**src/rtl/t_msg_sequencer.sv**
```systemverilog
// Message sequencer: walks the 13-way byte mux select from 0 to MSG_LEN-1,
// registers each selected byte and hands it to the serial transmitter.
module t_msg_sequencer #(
  parameter int MSG_LEN = 13,
  parameter int SEL_W   = 4,
  parameter int DATA_W  = 8
) (
  input  logic              clk,
  input  logic              reset_n,
  input  logic              start,
  input  logic              abort,
  output logic [SEL_W-1:0]  sel,
  input  logic [DATA_W-1:0] mux_y,
  output logic [DATA_W-1:0] tx_data,
  output logic              tx_valid,
  input  logic              tx_ready,
  output logic              busy,
  output logic              done,
  output logic [1:0]        dbg_state
);

  // Handshake: a byte transfers at a rising edge where tx_valid && tx_ready;
  // once raised, tx_valid stays high and tx_data stays stable until that edge.
  typedef enum logic [1:0] {
    IDLE  = 2'd0,
    FETCH = 2'd1,
    SEND  = 2'd2,
    DONE  = 2'd3
  } state_t;

  localparam logic [SEL_W-1:0] LAST_SEL = SEL_W'(MSG_LEN - 1);

  state_t            r_state;
  state_t            w_state_nxt;
  logic [SEL_W-1:0]  r_sel;
  logic [SEL_W-1:0]  w_sel_nxt;
  logic [DATA_W-1:0] r_tx_data;
  logic [DATA_W-1:0] w_tx_data_nxt;
  logic              r_tx_valid;
  logic              w_tx_valid_nxt;

  always_ff @(posedge clk) begin
    if (!reset_n) begin
      r_state    <= IDLE;
      r_sel      <= '0;
      r_tx_data  <= '0;
      r_tx_valid <= 1'b0;
    end else begin
      r_state    <= w_state_nxt;
      r_sel      <= w_sel_nxt;
      r_tx_data  <= w_tx_data_nxt;
      r_tx_valid <= w_tx_valid_nxt;
    end
  end

  always_comb begin
    w_state_nxt    = r_state;
    w_sel_nxt      = r_sel;
    w_tx_data_nxt  = r_tx_data;
    w_tx_valid_nxt = r_tx_valid;
    case (r_state)
      IDLE: begin
        w_sel_nxt      = '0;
        w_tx_valid_nxt = 1'b0;
        if (start) w_state_nxt = FETCH;
      end
      FETCH: begin
        w_tx_data_nxt  = mux_y;
        w_tx_valid_nxt = 1'b1;
        w_state_nxt    = SEND;
      end
      SEND: begin
        if (tx_ready) begin
          w_tx_valid_nxt = 1'b0;
          if (r_sel == LAST_SEL) begin
            w_state_nxt = DONE;
          end else begin
            w_sel_nxt   = r_sel + SEL_W'(1);
            w_state_nxt = FETCH;
          end
        end
      end
      DONE: begin
        w_sel_nxt   = '0;
        w_state_nxt = IDLE;
      end
      default: w_state_nxt = IDLE;
    endcase
    // Abort wins over a same-cycle handshake: that byte is treated as unsent.
    if (abort && (r_state != IDLE)) begin
      w_state_nxt    = IDLE;
      w_sel_nxt      = '0;
      w_tx_valid_nxt = 1'b0;
    end
  end

  assign sel       = r_sel;
  assign tx_data   = r_tx_data;
  assign tx_valid  = r_tx_valid;
  assign busy      = (r_state != IDLE);
  assign done      = (r_state == DONE);
  assign dbg_state = r_state;

endmodule

```
**config.mk**
```make
export PLATFORM = sky130hd
export DESIGN_NAME = t_msg_sequencer
export DESIGN_NICKNAME = d
export VERILOG_FILES = /design/src/rtl/t_msg_sequencer.sv
export SDC_FILE = /design/constraint.sdc
export NUM_CORES = 1
export LEC_CHECK = 0
export ABC_CLOCK_PERIOD_IN_PS = 1900
export BUFFER_PORTS_ARGS = -buffer_cell sky130_fd_sc_hd__buf_2
export CAP_MARGIN = 20
export CORE_AREA = 10 10 51 53
export CTS_BUF_LIST = sky130_fd_sc_hd__clkbuf_16
export DETAILED_ROUTE_END_ITERATION = 7
export DIE_AREA = 0 0 61 63
export PLACE_DENSITY = 0.76
export RECOVER_POWER = 50
export SLEW_MARGIN = 20
export SYNTH_ARGS = -nofsm -noshare
export SYNTH_HDL_FRONTEND = slang
export SYNTH_SLANG_ARGS = --single-unit
```
**constraint.sdc**
```tcl
create_clock -name clk -period 1.9 [get_ports clk]
set_input_delay 0.38 -clock clk [delete_from_list [all_inputs] [get_ports clk]]
set_output_delay 0.38 -clock clk [all_outputs]
set_load 0.005 [all_outputs]
```
======== After elaboration in Yosys (flattened, before gate mapping) ========
Index checks and enable logic that the tools add are counted.
operators by class
  add/sub/neg operators ................... 1
  equality and inequality tests ........... 7
  muxes and demuxes ....................... 9
  bitwise gates (word level) .............. 1
  reductions and logical operators ........ 10
operator list
  kind                   count
  $mux W4                2
  $pmux W2 S4            1
  $pmux W4 S2            1
  $mux W2                3
  $ne A2 B2 Y1 const B   3
  $add A4 B1 Y4 const B  1
  $eq A2 B2 Y1 const B   2
  $eq A4 B4 Y1 const B   1
  $reduce_and A2 Y1      2
  $reduce_bool A2 Y1     2
  $reduce_or A2 Y1       2
  $pmux W1 S3            1
  $reduce_and A3 Y1      1
  $reduce_bool A3 Y1     1
  $eq A2 B1 Y1 const B   1
  $logic_not A2 Y1       1
  $logic_and A1 B1 Y1    1
  $mux W1                1
  $not A1 Y1             1
word-level totals
  bits in registers ....................... 15
  input bits .............................. 13
  output and inout bits ................... 17
  logic and storage cells ................. 32

======== Longest topological paths before layout ========
  depth in word-level cells ............... 4
  depth in mapped cells ................... 7

======== Worst setup path before layout ========
No wires, ideal clock.
  path type ............................... register to register
  from .................................... reg r_state[0] (netlist: dbg_state[0])
  to ...................................... reg r_sel[1] (netlist: sel[1])
  library setup time ...................... 131 ps
  data arrival time ....................... 1221 ps
  required time ........................... 1769 ps
  path slack .............................. 548 ps
  cell stages (with the launch flop) ...... 7
  buffers on the path ..................... 1
  clock period less this slack ............ 1352 ps
  cells stage by stage .................... dfxtp_1 inv_1 ha_1 buf_4 and4_2 a22oi_1 nor2_1
on the way
  word-level cells in the longest chain between the ends .. 4
  elaborated cells between the ends (all ways) .. 12
  classes of those cells .................. eq/ne (4); mux (1); reduce/logical (7)
ends and longest elaborated chain
  item                                              line  RTL
  start: declaration                                33    state_t r_state;
  start signal: assignment                          49    r_state <= w_state_nxt;
  $eq A2 B2 Y1 or $logic_not A2 Y1 (tied branches)  61    case (r_state)
  $reduce_or A2 Y1 (no source line)                 --
  $reduce_bool A2 Y1 (no source line)               --
  $reduce_and A3 Y1 (no source line)                --
  end signal: assignment                            50    r_sel <= w_sel_nxt;
  end: declaration                                  35    logic [SEL_W-1:0] r_sel;
Parallel ways exist; a longest one is shown, timed or not.
A chain may end at the register's enable or synchronous reset.

======== Final worst setup path ========
  from .................................... reg r_state[0] (netlist: dbg_state[0])
  to ...................................... reg r_state[1] (netlist: dbg_state[1])
on the way
  word-level cells in the longest chain between the ends .. 3
  elaborated cells between the ends (all ways) .. 11
  classes of those cells .................. eq/ne (5); mux (1); reduce/logical (5)
ends and longest elaborated chain
  item                                                                    line
  $eq A2 B2 Y1 (tied with other cells)                                    61
  $ne A2 B2 Y1 (no source line) or $logic_and A1 B1 Y1 (tied branches)    --
  $reduce_and A2 Y1 (no source line) or $reduce_or A2 Y1 (tied branches)  --
Parallel ways exist; a longest one is shown, timed or not.

==> impl_results.md <==
* Status: finished clean
* Hold Crit Class: input pin to flop
* Crit path max-delay family: flip-flops
* Critical path startpoint category: flop
* Deepest clock path buffer count at 2
* Total Wirelength at 1790 um
* Footprint of the multi-input gates at roughly 410 um^2
* Leakage at 0.418 nW
* Final HPWL DP at 1400 um
* Grt total ovfl at 0
* CP Cell Sequence: inv_1 > ha_1 > nor2b_2 > a21oi_1 > nand3_1 > a21oi_1
* Synth cell types at 24
* Synth-to-layout area growth at 29.4%
* Residual DRC count at 0
* Post-synthesis sequential area ratio at around two fifths
* Wirelength per Cell at 13.7 um
* Std cell rows at 15
* Max IR drop VDD at 0.642 mV
* GRT Util Overall at 10.5%
* First-pass GRT wire length at 3140 um
* Final ANT Viol Nets at 0
* Slew headroom at between 60% and 70%
* Tcrit/Tclk final at 85.5%
* Area leader, netlist: dfxtp_1
* Power per cell area at about 1200 nW/um^2
* Main synth FF type: dfxtp_1
* Max Freq at 616 MHz
* Routed via count at roughly 670
* Worst-Margin Slew at 0.556 ns
* Worst path slowest cell: dfxtp_1
* Antenna Cells at 0
* Max FO, Critical Path at 11
* FILL cells at 154
* Syn Area/Cell at 9.03 um^2
* CP Depth at 6
* CP endpoint kind: flop
* Largest net degree at the start of global routing at 12
* Max Cap Viol at 0
* Critical R2R Capture: dbg_state[1]
* Clk slew on worst S/H paths at 0.05 ns
* Total iterations of the first detailed-routing run at 4
* Placed Cells at about 130
* Final nets at around 130
* Share of the synthesized area in the top cell type at 40.1%
* Asr flop ratio synth at 0%
* Most area-consuming cells after synthesis: dfxtp_1 (40%), mux2i_1 (12%), ha_1 (10%)
* Crit path top cell by count: a21oi_1
* Post-Layout Cell Count at approximately 130
* GP Congestion at between 0.7 and 0.8
* Vias in the first global route at 667
* Final setup violation count at 0
* Setup Skew at 0.00174 ns
* Cells after Synth at 83
* Arrival time worst endpoint at 1.79 ns
* Clk root buf: clkbuf_16
* Initial antenna violation count at 0
* Minimum clock period at ~1.6 ns
* Synth warnings at 0
* Reg area at 300 um^2
* Setup CP Type: flop to flop
* H-Tree Depth at 1
* Starting Density at a little under half
* Top post-synthesis cells by count: dfxtp_1 (15), mux2i_1 (9), nor2b_1 (8)
* RSZ-0062 raised after global routing: no
* PortBufs at 29
* Cts repair resizes at 0
* Cell depth of the worst flop-to-flop path at 6
* Critical register-to-register path startpoint: dbg_state[0]
* Setup tns final at 0 ns
* Initial drt markers at 20
* Critical path required time at 2.07 ns
* Final-report hold violation count at 0
* Post-CTS Hold Buffers at 0
* Clock Latency Late Sink at 0.25 ns
* R2R setup slack at 0.28 ns
* Post-synth EDFFs at 0
* Die Area at around 3800 um^2
* Core Region at approximately 1700 um^2
* Syn Std Cell Area at 749 um^2
* Syn_nets at 102
* Die height at 63 um
* Most frequent cell after synthesis: dfxtp_1
* Vias/cell at between 5 and 6
* Synthesized flop and latch total at 15
* CTS Buf Count at 3
* Fin. max-slew vios at 0
* IO Count at 30
* Share of layout cells above drive strength 1 at 21.9%
* CTS tree: done
* Critical path destination: dbg_state[1]
* Die Wd at 61 um
* Hold slack at just under 0.4 ns
* Postcts setup bufs at 0
* Buf/Inv on CP at 1
* Clk sinks at 15
* Worst path max stage delay at 0.41 ns
* CP Launch Point: dbg_state[0]
[registers in the layout, indices dropped and copies added, names as in the netlist]
signal,count
tx_valid,1
sel,4
tx_data,8
dbg_state,2
[worst reg2reg max path: stages (launching register included)]
cell and delay (ns):
dfxtp_1 0.41, inv_1 0.09, ha_1 0.33, nor2b_2 0.22, a21oi_1 0.21, nand3_1 0.11
a21oi_1 0.17
[cell usage in the layout, fill, tap and decap left out, types with 2 or more instances in the layout]
| cell | instances |
|---|---|
| ha_1 | 6 |
| nor2_1 | 6 |
| buf_2 | 18 |
| clkbuf_16 | 3 |
| nand2_1 | 6 |
| a22oi_1 | 2 |
| dfxtp_1 | 15 |
| nor3_1 | 2 |
| inv_1 | 7 |
| nor2b_1 | 8 |
| o21ai_1 | 2 |
| clkbuf_1 | 11 |
| mux2i_1 | 9 |
| nand3_1 | 4 |
| a21oi_1 | 4 |
[cells by family (layout without fill, tap and decap cells)]
family          after synthesis  count (layout)  share of synthesized area (%)
simple gates                 30              30                           20.9
flops                        15              15                           40.1
compound gates               14              14                           11.9
mux                           9               9                           12.0
buf+inv                       9              40                           5.18
fa+ha+maj                     6               6                           10.0
[worst min-delay path by stage]
stage | start | endpoint | slack, ns | cells past startpoint
floorplan | tx_valid | tx_valid | 0.47 | 2
global placement | tx_valid | tx_valid | 0.47 | 2
detailed placement | tx_valid | tx_valid | 0.47 | 2
CTS | mux_y[4] | tx_data[4] | 0.39 | 3
global route | mux_y[0] | tx_data[0] | 0.42 | 3
finish | mux_y[4] | tx_data[4] | 0.39 | 3
[cell type report]
cell class	instances	area share, %
multi-input combinational	59	42.3
sequential	15	31.0
timing repair buffer	29	13.5
clock buffer	3	7.74
inverter	7	2.71
tap	17	2.19
clock inverter	1	0.516
[routing by layer]
layer,routed length (um),track usage (%),vias up
met5,0,0,-
met1,710,11.7,294
met4,40,4.95,0
met3,147,5.28,5
li1,-,-,347
met2,891,15.9,20
[per-stage QoR]
| stage | instance area, um^2 | util [%] | total power [mW] | setup slack [ns] |
|---|---|---|---|---|
| floorplan | 749 | - | 0.648 | 0.548 |
| global placement | 903 | 54.7 | 0.759 | 0.400 |
| detailed placement | 903 | 54.7 | 0.771 | 0.287 |
| CTS | 983 | 59.5 | 1.19 | 0.277 |
| global route | 970 | 58.7 | 1.26 | 0.149 |
| finish | 970 | 58.7 | 1.16 | 0.276 |
[power by group]
part	leakage [nW]	switching, mW	internal [mW]
Combinational	0.255	0.189	0.161
Sequential	0.122	0.0342	0.367
Clock	0.0409	0.132	0.281
Power figures use the tool's default switching activity.
